### src/rtl/icache_fill_ctrl_pkg.sv
// Shared constants for the instruction-cache miss fill controller.
// State encoding, address field slices, and tag-entry formatting.
package icache_fill_ctrl_pkg;

    localparam int ADDR_W = 16;
    localparam int WORDS  = 8;
    localparam int SETS   = 64;

    localparam int TAG_MSB = 15;
    localparam int TAG_LSB = 10;
    localparam int IDX_MSB = 9;
    localparam int IDX_LSB = 4;
    localparam int OFF_MSB = 3;
    localparam int OFF_LSB = 1;

    localparam int TAG_VALID_BIT = 7;

    localparam logic [1:0] ST_IDLE = 2'd0;
    localparam logic [1:0] ST_FILL = 2'd1;
    localparam logic [1:0] ST_DONE = 2'd2;

    function automatic logic [WORDS-1:0] onehot_word(input logic [2:0] idx);
        return WORDS'(1) << idx;
    endfunction

    // Tag entry layout: valid bit on top, one spare zero bit, then the 6-bit tag.
    function automatic logic [7:0] make_tag_entry(input logic [TAG_MSB-TAG_LSB:0] tag);
        logic [7:0] entry;
        entry = {2'b00, tag};
        entry[TAG_VALID_BIT] = 1'b1;
        return entry;
    endfunction

endpackage

### src/rtl/icache_fill_ctrl_if.sv
// Bus bundle between the fetch/miss logic, pipelined memory and cache arrays.
// master = the fill controller, slave = its environment.
interface icache_fill_ctrl_if;
    import icache_fill_ctrl_pkg::*;

    logic              miss_detected;
    logic [ADDR_W-1:0] miss_address;
    logic              victim_way;
    logic [15:0]       memory_data;
    logic              memory_data_valid;
    logic              memory_req;
    logic [ADDR_W-1:0] memory_address;
    logic              fsm_busy;
    logic              fill_done;
    logic              write_en_0;
    logic              write_en_1;
    logic              data_wen;
    logic              tag_wen;
    logic [15:0]       data_in;
    logic [7:0]        tag_in;
    logic [WORDS-1:0]  word;
    logic [SETS-1:0]   block_en;

    modport master (
        input  miss_detected, miss_address, victim_way, memory_data, memory_data_valid,
        output memory_req, memory_address, fsm_busy, fill_done, write_en_0, write_en_1,
               data_wen, tag_wen, data_in, tag_in, word, block_en
    );

    modport slave (
        output miss_detected, miss_address, victim_way, memory_data, memory_data_valid,
        input  memory_req, memory_address, fsm_busy, fill_done, write_en_0, write_en_1,
               data_wen, tag_wen, data_in, tag_in, word, block_en
    );

endinterface

### src/rtl/icache_fill_ctrl_fill_word_counter.sv
// 3-bit halfword counter with start-offset load; idx = (start + count) mod 8,
// plus a one-hot decode of idx. Used for both request issue and data receive.
module icache_fill_ctrl_fill_word_counter
    import icache_fill_ctrl_pkg::*;
(
    input  logic             clk,
    input  logic             rst,
    input  logic             load,
    input  logic [2:0]       start,
    input  logic             clr,
    input  logic             en,
    output logic [2:0]       cnt,
    output logic [2:0]       idx,
    output logic [WORDS-1:0] onehot
);

    logic [2:0] base;

    always_ff @(posedge clk or negedge rst) begin
        if (!rst) begin
            cnt  <= 3'd0;
            base <= 3'd0;
        end else if (load) begin
            cnt  <= 3'd0;
            base <= start;
        end else if (clr) begin
            cnt  <= 3'd0;
            base <= 3'd0;
        end else if (en) begin
            cnt  <= cnt + 3'd1;
        end
    end

    assign idx    = base + cnt;
    assign onehot = onehot_word(idx);

endmodule

### src/rtl/icache_fill_ctrl.sv
// Instruction-cache miss fill controller: 8 halfword reads, data writes, tag write.
// Build option ICACHE_FILL_CRITICAL_WORD_FIRST_EN starts the fill at the missed halfword.
module icache_fill_ctrl
    import icache_fill_ctrl_pkg::*;
(
    input  logic               clk,
    input  logic               rst,
    icache_fill_ctrl_if.master bus
);

    logic [1:0]        state;
    logic [11:0]       blk_addr;
    logic              way;
    logic              req_done;
    logic [2:0]        start_off;

    logic [2:0]        req_cnt;
    logic [2:0]        req_idx;
    logic [WORDS-1:0]  req_onehot_unused;
    logic [2:0]        rcv_cnt;
    logic [2:0]        rcv_idx_unused;
    logic [WORDS-1:0]  rcv_onehot;
    logic [3:0]        miss_off_unused;

    logic accept_miss;
    logic issue;
    logic outstanding;
    logic recv;
    logic last;

`ifdef ICACHE_FILL_CRITICAL_WORD_FIRST_EN
    assign start_off = bus.miss_address[OFF_MSB:OFF_LSB];
`else
    assign start_off = 3'd0;
`endif
    assign miss_off_unused = bus.miss_address[3:0];

    assign accept_miss = (state == ST_IDLE) && bus.miss_detected;
    assign issue       = (state == ST_FILL) && !req_done;
    // Once all 8 requests are out every remaining return is legal; before that,
    // equal counters mean nothing is in flight and a valid is spurious.
    assign outstanding = req_done || (rcv_cnt != req_cnt);
    assign recv        = (state == ST_FILL) && bus.memory_data_valid && outstanding;
    assign last        = recv && (rcv_cnt == 3'd7);

    icache_fill_ctrl_fill_word_counter u_req_cnt (
        .clk    (clk),
        .rst    (rst),
        .load   (accept_miss),
        .start  (start_off),
        .clr    (state == ST_DONE),
        .en     (issue),
        .cnt    (req_cnt),
        .idx    (req_idx),
        .onehot (req_onehot_unused)
    );

    icache_fill_ctrl_fill_word_counter u_rcv_cnt (
        .clk    (clk),
        .rst    (rst),
        .load   (accept_miss),
        .start  (start_off),
        .clr    (state == ST_DONE),
        .en     (recv),
        .cnt    (rcv_cnt),
        .idx    (rcv_idx_unused),
        .onehot (rcv_onehot)
    );

    always_ff @(posedge clk or negedge rst) begin
        if (!rst) begin
            state    <= ST_IDLE;
            req_done <= 1'b0;
        end else begin
            case (state)
                ST_IDLE: begin
                    req_done <= 1'b0;
                    if (bus.miss_detected) state <= ST_FILL;
                end
                ST_FILL: begin
                    if (issue && (req_cnt == 3'd7)) req_done <= 1'b1;
                    if (last) state <= ST_DONE;
                end
                ST_DONE: begin
                    req_done <= 1'b0;
                    state    <= ST_IDLE;
                end
                default: begin
                    req_done <= 1'b0;
                    state    <= ST_IDLE;
                end
            endcase
        end
    end

    // Block address and way are only meaningful while filling; no reset needed.
    always_ff @(posedge clk) begin
        if (accept_miss) begin
            blk_addr <= bus.miss_address[TAG_MSB:IDX_LSB];
            way      <= bus.victim_way;
        end
    end

    assign bus.memory_req     = issue;
    assign bus.memory_address = issue ? {blk_addr, req_idx, 1'b0} : '0;
    assign bus.fsm_busy       = (state == ST_FILL);
    assign bus.fill_done      = (state == ST_DONE);
    assign bus.data_wen       = recv;
    assign bus.tag_wen        = last;
    assign bus.write_en_0     = recv && !way;
    assign bus.write_en_1     = recv && way;
    assign bus.data_in        = recv ? bus.memory_data : '0;
    assign bus.word           = recv ? rcv_onehot : '0;
    assign bus.tag_in         = last ? make_tag_entry(blk_addr[11:6]) : '0;
    assign bus.block_en       = recv ? (SETS'(1) << blk_addr[5:0]) : '0;

endmodule

### src/flat_wrapper.sv
// flat-port wrapper written by rule: the top's interface ports become plain ports
module icache_fill_ctrl_flat import icache_fill_ctrl_pkg::*;
  (clk, rst, bus_miss_detected, bus_miss_address, bus_victim_way, bus_memory_data, bus_memory_data_valid, bus_memory_req, bus_memory_address, bus_fsm_busy, bus_fill_done, bus_write_en_0, bus_write_en_1, bus_data_wen, bus_tag_wen, bus_data_in, bus_tag_in, bus_word, bus_block_en);
  icache_fill_ctrl_if bus_i ();
  input  logic clk;
  input  logic rst;
  input wire logic [$bits(bus_i.miss_detected)-1:0] bus_miss_detected;
  input wire logic [$bits(bus_i.miss_address)-1:0] bus_miss_address;
  input wire logic [$bits(bus_i.victim_way)-1:0] bus_victim_way;
  input wire logic [$bits(bus_i.memory_data)-1:0] bus_memory_data;
  input wire logic [$bits(bus_i.memory_data_valid)-1:0] bus_memory_data_valid;
  output wire logic [$bits(bus_i.memory_req)-1:0] bus_memory_req;
  output wire logic [$bits(bus_i.memory_address)-1:0] bus_memory_address;
  output wire logic [$bits(bus_i.fsm_busy)-1:0] bus_fsm_busy;
  output wire logic [$bits(bus_i.fill_done)-1:0] bus_fill_done;
  output wire logic [$bits(bus_i.write_en_0)-1:0] bus_write_en_0;
  output wire logic [$bits(bus_i.write_en_1)-1:0] bus_write_en_1;
  output wire logic [$bits(bus_i.data_wen)-1:0] bus_data_wen;
  output wire logic [$bits(bus_i.tag_wen)-1:0] bus_tag_wen;
  output wire logic [$bits(bus_i.data_in)-1:0] bus_data_in;
  output wire logic [$bits(bus_i.tag_in)-1:0] bus_tag_in;
  output wire logic [$bits(bus_i.word)-1:0] bus_word;
  output wire logic [$bits(bus_i.block_en)-1:0] bus_block_en;
  assign bus_i.miss_detected = bus_miss_detected;
  assign bus_i.miss_address = bus_miss_address;
  assign bus_i.victim_way = bus_victim_way;
  assign bus_i.memory_data = bus_memory_data;
  assign bus_i.memory_data_valid = bus_memory_data_valid;
  assign bus_memory_req = bus_i.memory_req;
  assign bus_memory_address = bus_i.memory_address;
  assign bus_fsm_busy = bus_i.fsm_busy;
  assign bus_fill_done = bus_i.fill_done;
  assign bus_write_en_0 = bus_i.write_en_0;
  assign bus_write_en_1 = bus_i.write_en_1;
  assign bus_data_wen = bus_i.data_wen;
  assign bus_tag_wen = bus_i.tag_wen;
  assign bus_data_in = bus_i.data_in;
  assign bus_tag_in = bus_i.tag_in;
  assign bus_word = bus_i.word;
  assign bus_block_en = bus_i.block_en;
  icache_fill_ctrl u_core (.clk(clk), .rst(rst), .bus(bus_i));
endmodule
### config.mk
export PLATFORM = sky130hd
export DESIGN_NAME = icache_fill_ctrl_flat
export DESIGN_NICKNAME = d
export VERILOG_FILES = /design/src/rtl/icache_fill_ctrl_pkg.sv /design/src/rtl/icache_fill_ctrl_if.sv /design/src/rtl/icache_fill_ctrl_fill_word_counter.sv /design/src/rtl/icache_fill_ctrl.sv /design/src/flat_wrapper.sv
export SDC_FILE = /design/constraint.sdc
export NUM_CORES = 1
export LEC_CHECK = 0
export BUFFER_PORTS_ARGS = -buffer_cell sky130_fd_sc_hd__buf_4
export CAP_MARGIN = 20
export CORE_ASPECT_RATIO = 0.75
export CORE_UTILIZATION = 36
export DETAILED_ROUTE_END_ITERATION = 10
export GPL_ROUTABILITY_DRIVEN = 0
export GPL_TIMING_DRIVEN = 0
export PLACE_DENSITY = 0.76
export SKIP_LAST_GASP = 1
export SLEW_MARGIN = 40
export SYNTH_ARGS = -nofsm -noshare
export SYNTH_HDL_FRONTEND = slang
export SYNTH_SLANG_ARGS = --single-unit
export TNS_END_PERCENT = 5
### constraint.sdc
create_clock -name clk -period 1.9 [get_ports clk]
set_input_delay 0.38 -clock clk [delete_from_list [all_inputs] [get_ports clk]]
set_output_delay 0.38 -clock clk [all_outputs]
set_load 0.05 [all_outputs]
# Yosys cells after proc, flatten, opt, wreduce, memory -nomap -nowiden
# Index checks and enable logic that the tools add are counted.
# totals
mem_count	0
reg_bits	25
elab_cells	55
output_inout_bits	119
latchBits	0
mem_bits_rw	0
romBits	0
# classes
bitwise_logic	0
div_mod_pow	0
reduce_logical	16
n_eq_ne	8
muxes	18
mul	0
n_lt_le_gt_ge	0
addsub	4
shifts	2
# op_table
operator	count
64-bit 2-to-1 mux	1
1-bit by 6-bit left shift with 64-bit output (first input constant)	1
16-bit 2-to-1 mux	2
3-bit 2-to-1 mux	8
8-bit 2-to-1 mux	2
1-bit logical AND	8
1-bit by 3-bit left shift with 8-bit output (first input constant)	1
3-bit by 1-bit adder with 3-bit output (second input constant)	2
3-bit adder	2
3-bit == test (second input constant)	2
3-bit nonzero test	2
2-bit 2-to-1 mux	2
2-bit by 1-bit inequality test with 1-bit output (second input constant)	2
2-bit case mux with 2 select lines	1
3-bit inequality test	1
2-bit by 1-bit == test with 1-bit output (second input constant)	1
2-bit == test (second input constant)	1
1-bit zero test	2
2-bit zero test	1
1-bit 2-to-1 mux	2
2-bit inequality test (second input constant)	1
2-bit AND reduction	1
2-bit nonzero test	1
1-bit logical OR	1

# Depth between registers and ports, before layout
# Gate-level depths: netlist of run 1.
# logic_depth
word_depth	6
mapped_depth	6
mapped_depth_nobuf	5

# Modules after synthesis
# From an unflattened synthesis of run 1, not the netlist that was laid out.
# unflattened
cells_unflattened	275
hier_area_um2	2456.1
# modules_own_cells
module	cells_per_inst	instances	area_each_um2	seq_area_each_um2
icache_fill_ctrl	203	1	1702.9	465.4
icache_fill_ctrl_fill_word_counter	36	2	376.6	150.1

# Worst setup path after synthesis of run 1
# OpenSTA, ideal clock, no wires.
# synth_path
kind	register to output
start	reg u_core.blk_addr[5]
end	out bus_block_en[0]
path_stages_with_launch	6
required_time_ns	1.520
slack_ns	-0.778
arrival_time_ns	2.298
path_cell_list	edfxtp_1 > or2_1 > buf_2 > or3_1 > buf_2 > nor3_1
# synth_via
elab_chain_len	2
# synth_lines
element	line	rtl
start: declaration	icache_fill_ctrl.sv:12	logic [11:0] blk_addr;
start signal: assignment	icache_fill_ctrl.sv:99	blk_addr <= bus.miss_address[TAG_MSB:IDX_LSB];
1-bit by 6-bit left shift with 64-bit output	icache_fill_ctrl.sv:115	assign bus.block_en = recv ? (SETS'(1) << blk_addr[5:0]) : '0;
64-bit 2-to-1 mux	icache_fill_ctrl.sv:115	
end: declaration	flat_wrapper.sv:23	output wire logic [$bits(bus_i.block_en)-1:0] bus_block_en;
# No other way between the ends.

# Worst setup path after layout of run 1
# layout_path
start	reg u_core.blk_addr[3]
end	out bus_block_en[53]
# The elaborated chain is that of the path after synthesis.

==> results by group, run 1 <==
Place
  – DP HPWL: between 5000 and 6000 um
  – Inst Count DP: 460
  – # port buffers: between 100 and 150

Synthesis
  – Async set or reset register ratio after synthesis: just over 40%
  – Synth top area share: between 10% and 20%
  – Sequential fraction of the synthesis area: approximately 30%
  – Most frequent cell after synthesis: nor3_1
  – Number of synthesized flops with an enable pin: 13
  – Mapped Area: about 0.002 mm^2
  – Synth cell types: 38
  – Count of mapped cells out of synthesis: 228
  – Primary FF master, synth: edfxtp_1
  – Yosys reg bits: 22
  – Synth area leaders: edfxtp_1 (19%), nor3_1 (15%), dfrtp_1 (11%), and2_1 (11%), ha_1 (5.0%)
  – Yosys top cell by area: edfxtp_1
  – Yosys Warn Count: 0
  – Most frequent cells after synthesis: nor3_1 (60), and2_1 (34), edfxtp_1 (13)
  – Synth Area per Inst: 8.79 um^2

Clock network
  – CTS tree: built
  – Num Clock Sinks: 22
  – Clock transition at the registers of the reported paths: roughly 0.09 ns
  – Clk_lat worst skew: 0.28 ns
  – Clk root buf: clkbuf_8
  – Clock Tree Buf Depth: 2
  – Htree depth: 1
  – Inserted Clock Buffers: 3

Hold path
  – Worst Hold Class: in2reg
  – Worst Hold Depth: 1

Global route
  – Largest net degree at the start of global routing: 14
  – Initial antenna violation count: 0
  – Vias in the first global route: approximately 2600
  – Gr usage total: between 30% and 40%
  – First-pass GRT wire length: roughly 14000 um
  – Total gr overflow: 0

Power and ir drop
  – Maximum vdd drop: about 1.1 mV
  – Leakage power: around 0.0024 uW
  – Pwr dens: 1410 mW/mm^2

Timing
  – Final setup vio count: around 120
  – Clock Skew: about 0.0027 ns
  – Worst-Margin Slew: 0.785 ns
  – Slew HR: between 40% and 50%
  – Setup ws final: -0.631 ns
  – Final Slew Violations: 0
  – Fmax: about 400 MHz
  – Final Cycle Share: 133%
  – RSZ-0062 raised after global routing: yes
  – Crit path time final: approximately 2.5 ns
  – Fin. Hold Viols: 0
  – WHS: roughly 0.27 ns

Finish
  – Final #Nets: between 400 and 500
  – Antenna Cells: 0
  – Final core occ: approximately nine tenths
  – Footprint of the multi-input gates: 0.00207 mm^2
  – Fillers: between 200 and 250
  – Register area: 624 um^2
  – Area Overhead vs Synth: 142%
  – Final Non-Filler Cells: 497
  – Share of cells above drive strength 1: just under 80%

Run status
  – Status: finished, violations left
  – Failing checks: setup timing

Drt
  – Routed via count divided by cell count: just under 6
  – Wire per inst: between 20 and 25 um
  – First drt pass iteration count: 5
  – Initial DRC count: just under 300
  – Post-route DRC violation count: 0
  – Final WL: about 12000 um
  – Post-DRT Antenna Nets: 0
  – DR vias: around 2900

Floorplanning
  – Initial Util: 37.4%
  – Die height: roughly 67 um
  – Num rows: 23
  – Core box area: between 0.005 and 0.006 mm^2
  – Die Area: approximately 0.0059 mm^2
  – Io pins: roughly 160
  – Die Wd: 88.2 um

Worst setup path
  – CP Cell Sequence: and4bb_2 -> buf_4 -> nand3_4 -> nor3_4 -> buf_4
  – Most frequent cell on the critical path: buf_4
  – Worst Setup Start Kind: flip-flop
  – Stages on worst setup path: 5
  – Crit end category: output port
  – Worst Path Buf+Inv: 2
  – R2R cell count: 6
  – Crit Path Max Fanout: 8
  – Cell family with most CP delay: simple AND/OR/NAND/NOR gates
  – Worst path arrival time: ~2.2 ns
  – Worst Path Class, Setup: reg2out
  – Critical-path top delay cell: edfxtp_1
  – Critical path required time: roughly 1.5 ns
  – Crit-path max cell delay: approximately 0.50 ns

Job
  – Maxcap violations: 0
-- sequential cells by signal (all words and copies together) (netlist names) --
| register | flops |
|---|---|
| u_core.req_done | 1 |
| u_core.state | 2 |
| u_core.blk_addr | 12 |
| u_core.way | 1 |
| u_core.u_req_cnt.cnt | 3 |
| u_core.u_rcv_cnt.cnt | 3 |
-- final cells by class --
| cell class | count | share of cell area [%] |
|---|---|---|
| Multi-Input combinational cell | 174 | 42.8 |
| Timing Repair Buffer | 194 | 35.0 |
| Sequential cell | 22 | 12.9 |
| Buffer | 23 | 5.43 |
| Tap cell | 75 | 1.94 |
| Clock buffer | 3 | 0.853 |
| Clock inverter | 1 | 0.620 |
| Inverter | 5 | 0.388 |
-- power by group --
group	switching [uW]	total [uW]	internal, uW
Combinational	3510	5470	1960
Sequential	221	876	655
Clock	174	456	282
-- placed cells by master, fill, tap and decap left out, drive strengths merged --
cell,Yosys,final
nor4,1,1
a41oi,1,1
a21o,1,1
xnor2,4,4
or2,1,1
nand2b,2,2
and2,35,35
conb,1,2
edfxtp,13,13
clkbuf,5,7
and3,12,12
xor2,3,3
nor2b,2,2
o21a,1,1
nor2,6,6
and4bb,1,1
nand3,2,2
dlygate4sd3,0,1
or3b,2,2
nor3,65,65
o41ai,2,2
or3,3,3
buf,23,212
a41o,1,1
nand2,6,6
nor3b,2,2
inv,5,5
dfrtp,9,9
o21bai,1,1
ha,8,8
bufinv,0,1
and4b,1,1
nand3b,4,4
mux2i,5,5
-- stage by stage --
step / cell area [um^2] / TNS [ns] / total power (uW) / setup slack, ns
2_1_floorplan: 2790 / -26.63 / 4040 / -0.339
3_3_place_gp: 4000 / -49.61 / 4940 / -0.584
3_5_place_dp: 4070 / -42.23 / 5050 / -0.589
4_1_cts: 4670 / -41.68 / 6150 / -0.423
5_1_grt: 4840 / -55.66 / 7000 / -0.627
6_report: 4840 / -52.54 / 6810 / -0.631
-- final timing paths --
| path | start | end | slack [ns] |
|---|---|---|---|
| worst min register to register | u_core.req_done | u_core.req_done | 0.71 |
| min in group asynchronous | rst | u_core.u_rcv_cnt.cnt[2] | 0.48 |
| worst max register to register | u_core.u_rcv_cnt.cnt[1] | u_core.state[0] | -0.04 |
| max in group asynchronous | rst | u_core.u_rcv_cnt.cnt[1] | 1.27 |
| worst min-delay path | bus_miss_address[10] | u_core.blk_addr[6] | 0.27 |
| worst max-delay path | u_core.blk_addr[3] | bus_block_en[53] | -0.63 |
-- metal layers --
layer	up-vias	GRT usage [%]	routed length [um]	part of all wire, %
met1	1388	42.2	4250	36
met3	66	5.45	866	7.4
met4	0	13.1	651	5.6
met5	-	0	0	0
li1	1201	-	-	-
met2	217	56.0	5920	51
-- kinds of logic (layout without fill, tap and decap cells) --
kind of cell / after synthesis / in the layout / share of synthesized area [%]
mux: 5 / 5 / 2.50
fa+ha+maj: 8 / 8 / 4.99
compound gates: 7 / 7 / 5.18
flops: 22 / 22 / 30.7
other cells: 1 / 2 / 0.187
simple gates: 145 / 145 / 43.0
xor+xnor: 7 / 7 / 4.18
buf+inv: 33 / 226 / 9.24
-- what timing repair did --
action / in CTS / in global routing
gates resized for setup: 74 / 32
buffers inserted: 30 / 5
pin swaps: 7 / 1
setup endpoints to repair: 115 / 115
cloned: 1 / 1
hold buffers: 1 / 0
hold endpoints to repair: 9 / 0
Note: power is estimated with default switching activity, not from simulation.
==> run 2, diff against run 1 <==
--- a/config.mk
+++ b/config.mk
@@ -13,6 +13,9 @@
 export GPL_ROUTABILITY_DRIVEN = 0
 export GPL_TIMING_DRIVEN = 0
 export PLACE_DENSITY = 0.76
+export RECOVER_POWER = 25
+export SETUP_SLACK_MARGIN = 0.4
+export SKIP_CTS_REPAIR_TIMING = 1
 export SKIP_LAST_GASP = 1
 export SLEW_MARGIN = 40
 export SYNTH_ARGS = -nofsm -noshare
==> run 2 against run 1 <==
Non-clock buffer count decreased by 5. Critical endpoint is now bus_block_en[42]. Register-to-register slack improved by 0.22 ns. Clock skew grew 0.0014 ns. The flow still finishes with violations (setup timing). Critical path type unchanged. Utilization shrank 3.7 points. Flip-flop and latch count is the same.
==> results by group, run 2 (synthesized netlist as in run 1, its figures left out) <==
Run status
  – Status: finished, violations left
  – Failing checks: setup timing

Clock network
  – Clk_lat worst skew: 0.26 ns (-0.02 ns)
  – Inserted Clock Buffers: 3 (unchanged)
  – Htree depth: 1 (unchanged)
  – Num Clock Sinks: 22 (unchanged)
  – Clock Tree Buf Depth: 2 (unchanged)
  – CTS tree: built
  – Clk root buf: clkbuf_8
  – Clock transition at the registers of the reported paths: 0.08 ns (about the same)

Timing
  – Final setup vio count: 114 (-1.7%)
  – Clock Skew: 0.00411 ns (+0.00144 ns)
  – Fmax: 408 MHz (+3.2%)
  – RSZ-0062 raised after global routing: yes
  – Worst-Margin Slew: 0.762 ns (-0.0234 ns)
  – Final Slew Violations: 0 (unchanged)
  – Final Cycle Share: 129% (-4.1 points)
  – Fin. Hold Viols: 0 (unchanged)
  – Slew HR: 49.1% (+1.6 points)
  – Setup ws final: -0.553 ns (+0.0783 ns)
  – Crit path time final: 2.45 ns (-0.0783 ns)

Finish
  – Area Overhead vs Synth: 132%
  – Antenna Cells: 0 (unchanged)
  – Max FFs per register: 12 (unchanged)
  – Most flop-heavy register: u_core.blk_addr
  – Register area: 622 um^2 (-0.40%)
  – Footprint of the multi-input gates: 0.00204 mm^2 (-1.6%)
  – Final #Nets: 463 (-1.1%)
  – Most frequent cells in the layout: buf_4 (150), nor3_4 (65), buf_6 (36)
  – Share of cells above drive strength 1: 76.0% (-1.5 points)
  – Most common cell after layout, fill and taps aside: buf_4
  – Design area: 0.00464 mm^2 (-4.1%)
  – Biggest registers after layout: u_core.blk_addr x12, u_core.u_rcv_cnt.cnt x3, u_core.u_req_cnt.cnt x3
  – Fillers: 276 (+35%)

Floorplanning
  – Die height: 66.6 um (unchanged)
  – Num rows: 23 (unchanged)
  – Initial Util: 37.4% (unchanged)
  – Die Area: 0.00587 mm^2 (unchanged)
  – Die Wd: 88.2 um (unchanged)
  – Io pins: 156 (unchanged)
  – Core box area: 0.00535 mm^2 (unchanged)

Global route
  – Total gr overflow: 0 (unchanged)
  – Largest net degree at the start of global routing: 14 (unchanged)
  – Gr usage total: 25.2% (-7.9 points)
  – Vias in the first global route: 2159 (-18%)
  – Initial antenna violation count: 0 (unchanged)
  – First-pass GRT wire length: 11200 um (-22%)

Power and ir drop
  – Sw frac: 57.4% (about the same)
  – Clk pwr share: 6.9% (+0.2 points)
  – Maximum vdd drop: 1.11 mV (+0.67%)
  – Internal power: 2660 uW (-8.2%)
  – Psw: 3590 uW (-8.1%)
  – Combinational Power Share: 79.1% (-1.3 points)
  – Seq pwr share: 14.0% (+1.1 points)
  – Pwr dens: 1350 mW/mm^2 (-4.2%)
  – Leakage power: 0.00236 uW (-1.8%)

Worst setup path
  – Worst path arrival time: 2.07 ns (-0.08 ns)
  – Critical path required time: 1.52 ns (about the same)
  – Worst reg-to-reg setup slack: 0.18 ns (+0.22 ns)
  – Worst Path Class, Setup: reg2out
  – Crit end category: output port
  – R2R cell count: 5 (-1)
  – FF-to-FF Start: u_core.u_rcv_cnt.cnt[0]
  – Cell family with most CP delay: buffers and inverters
  – Worst Path Buf+Inv: 3 (+1)
  – CP Cell Sequence: xor2_4 -> o41ai_4 -> buf_6 -> buf_8 -> nor3_4 -> buf_4
  – Crit Path Max Fanout: 10 (+2)
  – R2R Path End: u_core.state[0]
  – Worst Setup Start Kind: flip-flop
  – Crit-path max cell delay: 0.48 ns (-0.02 ns)
  – Critical-path top delay cell: dfrtp_2
  – Worst setup path startpoint: u_core.u_req_cnt.cnt[1]
  – Stages on worst setup path: 6 (+1)
  – CP endpoint: bus_block_en[42]

Drt
  – Routed via count divided by cell count: 5.09 (-12%)
  – Wire per inst: 17.9 um (-24%)
  – Post-route DRC violation count: 0 (unchanged)
  – Top layer reached by signal wires: met4
  – Final WL: 8820 um (-25%)
  – Met2 Wirelength: 4780 um (-19%)
  – Met3 WL: 397 um (-54%)
  – Post-DRT Antenna Nets: 0 (unchanged)
  – First drt pass iteration count: 4 (-1)
  – Initial DRC count: 124 (-58%)
  – Metal1 wirelength: 3550 um (-17%)
  – DR vias: 2503 (-13%)

Job
  – Maxcap violations: 0 (unchanged)

Hold path
  – Worst Hold Depth: 1 (unchanged)
  – Worst Hold Class: in2reg

Place
  – Worst slack, placed: -0.623 ns (-0.0338 ns)
  – # port buffers: 149 (unchanged)
  – DP HPWL: 5860 um (+0.73%)
  – DP Area: 0.00406 mm^2 (about the same)
[run 2: cell count changes in the layout (fill, tap and decap cells not counted), moves of 4 or more]
cell      delta
buf_6       -16
clkbuf_4     +9
and3_1       +5
and3_4       -5
buf_8        -4
buf_4        +7
[run 2: metrics by stage]
stage / cells / TNS (ns) / hold slack (ns) / total power [uW] / util (%)
after floorplan: 229 / -26.51 / 0.0844 / 4050 / -
after global placement: 453 / -49.15 / 0.212 / 4940 / 74.8
after detailed placement: 459 / -43.20 / 0.217 / 5050 / 75.9
after CTS: 463 / -78.31 / -0.0699 / 5510 / 77.3
after global routing: 492 / -55.84 / 0.289 / 6500 / 86.7
final: 492 / -48.26 / 0.295 / 6250 / 86.7
[run 2: worst register-to-register path: cells and delay by family (launching register included)]
family	cells	cell delay (ns)
adders and majority gates	2	0.61
DFF	1	0.50
AOI/OAI and AO/OA	2	0.40
and+or+nand+nor	1	0.10
[run 2: final cells by class]
type | instances | share of cell area (%)
clock inverters | 1 | 0.647
plain buffers | 28 | 6.04
inverters | 5 | 0.404
clock buffers | 3 | 0.890
multi-input cells | 174 | 44.0
flip-flops and latches | 22 | 13.4
repair buffers | 184 | 32.6
well taps | 75 | 2.02
[run 2: how the worst min path moves through the flow]
stage                               startpoint                 endpoint  slack [ns]
after detailed placement                   rst  u_core.u_rcv_cnt.cnt[0]        0.22
after CTS                                  rst  u_core.u_rcv_cnt.cnt[0]       -0.07
after global placement                     rst          u_core.state[1]        0.21
final                     bus_miss_address[12]       u_core.blk_addr[8]        0.30
after global routing      bus_miss_address[14]      u_core.blk_addr[10]        0.29
after floorplan                            rst          u_core.req_done        0.08
[run 2: layer usage]
layer	vias up	track usage, %
li1	1189	-
met1	1233	35.0
met2	73	41.6
met3	8	4.46
met4	0	3.83
met5	-	0
[run 2: power by group through the flow]
stage	clock network, uW	registers, uW	logic, uW
global route	455	890	5150
CTS	438	837	4240
finish	432	873	4950
floorplan	0	804	3240
detailed placement	0	848	4210
global placement	0	838	4100
==> run 3, diff against run 2 <==
--- a/config.mk
+++ b/config.mk
@@ -5,14 +5,14 @@
 export SDC_FILE = /design/constraint.sdc
 export NUM_CORES = 1
 export LEC_CHECK = 0
-export BUFFER_PORTS_ARGS = -buffer_cell sky130_fd_sc_hd__buf_4
 export CAP_MARGIN = 20
 export CORE_ASPECT_RATIO = 0.75
-export CORE_UTILIZATION = 36
+export CORE_UTILIZATION = 50
 export DETAILED_ROUTE_END_ITERATION = 10
+export DONT_BUFFER_PORTS = 1
 export GPL_ROUTABILITY_DRIVEN = 0
 export GPL_TIMING_DRIVEN = 0
-export PLACE_DENSITY = 0.76
+export PLACE_DENSITY = 0.67
 export RECOVER_POWER = 25
 export SETUP_SLACK_MARGIN = 0.4
 export SKIP_CTS_REPAIR_TIMING = 1
==> run 3 against run 2 <==
The run still ends with setup timing left. Non-clock buffer count down 154. Fmax down 4.0%. Combinational power down 15%. Cell count down 36%. Clock power up 4.6%. Routed wire length down 20%. Utilization up 1.2 points.
==> results by group, run 3 (synthesized netlist as in run 1, its figures left out) <==
Timing
  – Final Cycle Share: 134% (+5.3 points)
  – WHS: 0.198 ns (-0.0969 ns)
  – Final setup vio count: 116 (+1.8%)
  – Fin. Hold Viols: 0 (unchanged)
  – Setup ws final: -0.655 ns (-0.102 ns)
  – Crit path time final: 2.55 ns (+0.102 ns)
  – Worst-Margin Slew: 0.725 ns (-0.0361 ns)
  – Clock Skew: 0.00276 ns (-0.00134 ns)
  – RSZ-0062 raised after global routing: yes
  – Fin Setup TNS: -63.74 ns (-15.49 ns)
  – Fmax: 391 MHz (-4.0%)
  – Final Slew Violations: 0 (unchanged)
  – Slew HR: 51.5% (+2.4 points)

Place
  – # port buffers: 0 (-100%)
  – DP HPWL: 4840 um (-17%)
  – Inst Count DP: 288 (-37%)

Power and ir drop
  – Leakage power: 0.00150 uW (-37%)
  – Pwr dens: 1670 mW/mm^2 (+24%)
  – Power after layout: 5510 uW (-12%)
  – Maximum vdd drop: 1.38 mV (+24%)

Worst setup path
  – Cell family with most CP delay: flip-flops
  – CP Cell Sequence: xor2_2 -> o41ai_4 -> buf_6 -> nor3_4
  – Worst path arrival time: 2.17 ns (+0.10 ns)
  – Worst Path Buf+Inv: 1 (-2)
  – Critical-path top delay cell: dfrtp_1
  – Critical path required time: 1.52 ns (about the same)
  – Crit Path Max Fanout: 10 (unchanged)
  – Crit end category: output port
  – Crit-path max cell delay: 0.54 ns (+0.06 ns)
  – Worst Setup Start Kind: flip-flop
  – Worst Path Class, Setup: reg2out
  – Worst reg-to-reg setup slack: 0.11 ns (-0.07 ns)

Clock network
  – Clk_lat worst skew: 0.27 ns (about the same)
  – Num Clock Sinks: 22 (unchanged)
  – Clock transition at the registers of the reported paths: 0.09 ns (about the same)
  – Clock Tree Buf Depth: 2 (unchanged)
  – Clk root buf: clkbuf_8
  – Htree depth: 1 (unchanged)
  – CTS tree: built
  – Inserted Clock Buffers: 3 (unchanged)

Global route
  – First-pass GRT wire length: 9230 um (-18%)
  – Largest net degree at the start of global routing: 14 (unchanged)
  – Vias in the first global route: 1672 (-23%)
  – Gr usage total: 29.3% (+4.1 points)
  – Total gr overflow: 0 (unchanged)
  – Initial antenna violation count: 0 (unchanged)

Finish
  – Most frequent cells in the layout: nor3_4 (65), buf_4 (31), and2_1 (18)
  – Area Overhead vs Synth: 64.8%
  – Final Non-Filler Cells: 315 (-36%)
  – Final core occ: 87.9% (+1.2 points)
  – Max FFs per register: 12 (unchanged)
  – Share of cells above drive strength 1: 64.6% (-11 points)
  – Final #Nets: 309 (-33%)
  – Antenna Cells: 0 (unchanged)
  – Biggest registers after layout: u_core.blk_addr x12, u_core.u_rcv_cnt.cnt x3, u_core.u_req_cnt.cnt x3
  – Most flop-heavy register: u_core.blk_addr
  – Most common cell after layout, fill and taps aside: nor3_4

Floorplanning
  – Die Wd: 75.1 um (-15%)
  – Die Area: 0.00427 mm^2 (-27%)
  – Core box area: 0.00376 mm^2 (-30%)
  – Die height: 56.8 um (-15%)
  – Io pins: 156 (unchanged)
  – Initial Util: 53.4% (+16 points)
  – Num rows: 19 (-17%)

Drt
  – Wire per inst: 22.4 um (+25%)
  – Post-DRT Antenna Nets: 0 (unchanged)
  – Post-route DRC violation count: 0 (unchanged)
  – DR vias: 1969 (-21%)
  – First drt pass iteration count: 4 (unchanged)
  – Final WL: 7060 um (-20%)
  – Initial DRC count: 98 (-21%)
  – Routed via count divided by cell count: 6.25 (+23%)

Job
  – Maxcap violations: 0 (unchanged)

Run status
  – Status: finished, violations left
  – Failing checks: setup timing

Hold path
  – Worst Hold Class: in2reg
==> run 3: cell count changes in the layout (fill, tap and decap cells not counted), moves of 3 or more <==
cell / delta
and2_1: -6
and2_4: +6
and3_1: -5
and3_2: +6
buf_12: -3
buf_4: -119
buf_6: -22
clkbuf_4: -9
==> run 3: layout make-up <==
class                           count  area (um^2)
Inverter                            5         18.8
Clock buffer                        3         41.3
Multi-Input combinational cell    174         2030
Buffer                             28          245
Sequential cell                    22          619
Fill cell                         167          453
Tap cell                           52         65.1
Timing Repair Buffer               30          254
Clock inverter                      1         30.0
==> run 3: metal layers <==
layer	routed length (um)	track usage [%]
met1	2640	39.0
met2	3750	49.2
met3	538	5.57
met4	129	6.47
met5	0	0
==> run 3: worst paths after layout <==
kind                                    startpoint                 endpoint  depth (start not counted)
max                        u_core.u_rcv_cnt.cnt[0]         bus_block_en[44]                          4
min                                 bus_victim_way               u_core.way                          0
max reg2reg                u_core.u_rcv_cnt.cnt[0]          u_core.state[0]                          5
min reg2reg                u_core.u_rcv_cnt.cnt[1]  u_core.u_rcv_cnt.cnt[1]                          2
max in group asynchronous                      rst          u_core.state[0]                          1
min in group asynchronous                      rst  u_core.u_rcv_cnt.cnt[0]                          1
==> run 3: where the power goes <==
| group | internal [uW] | switching, uW |
|---|---|---|
| Sequential | 648 | 209 |
| Clock | 282 | 171 |
| Combinational | 1160 | 3040 |
==> run 3: metrics by stage <==
| step | area [um^2] | setup slack [ns] |
|---|---|---|
| global route | 3300 | -0.700 |
| CTS | 3000 | -0.915 |
| detailed placement | 2930 | -0.602 |
| floorplan | 2790 | -0.339 |
| finish | 3300 | -0.655 |
| global placement | 2860 | -0.515 |
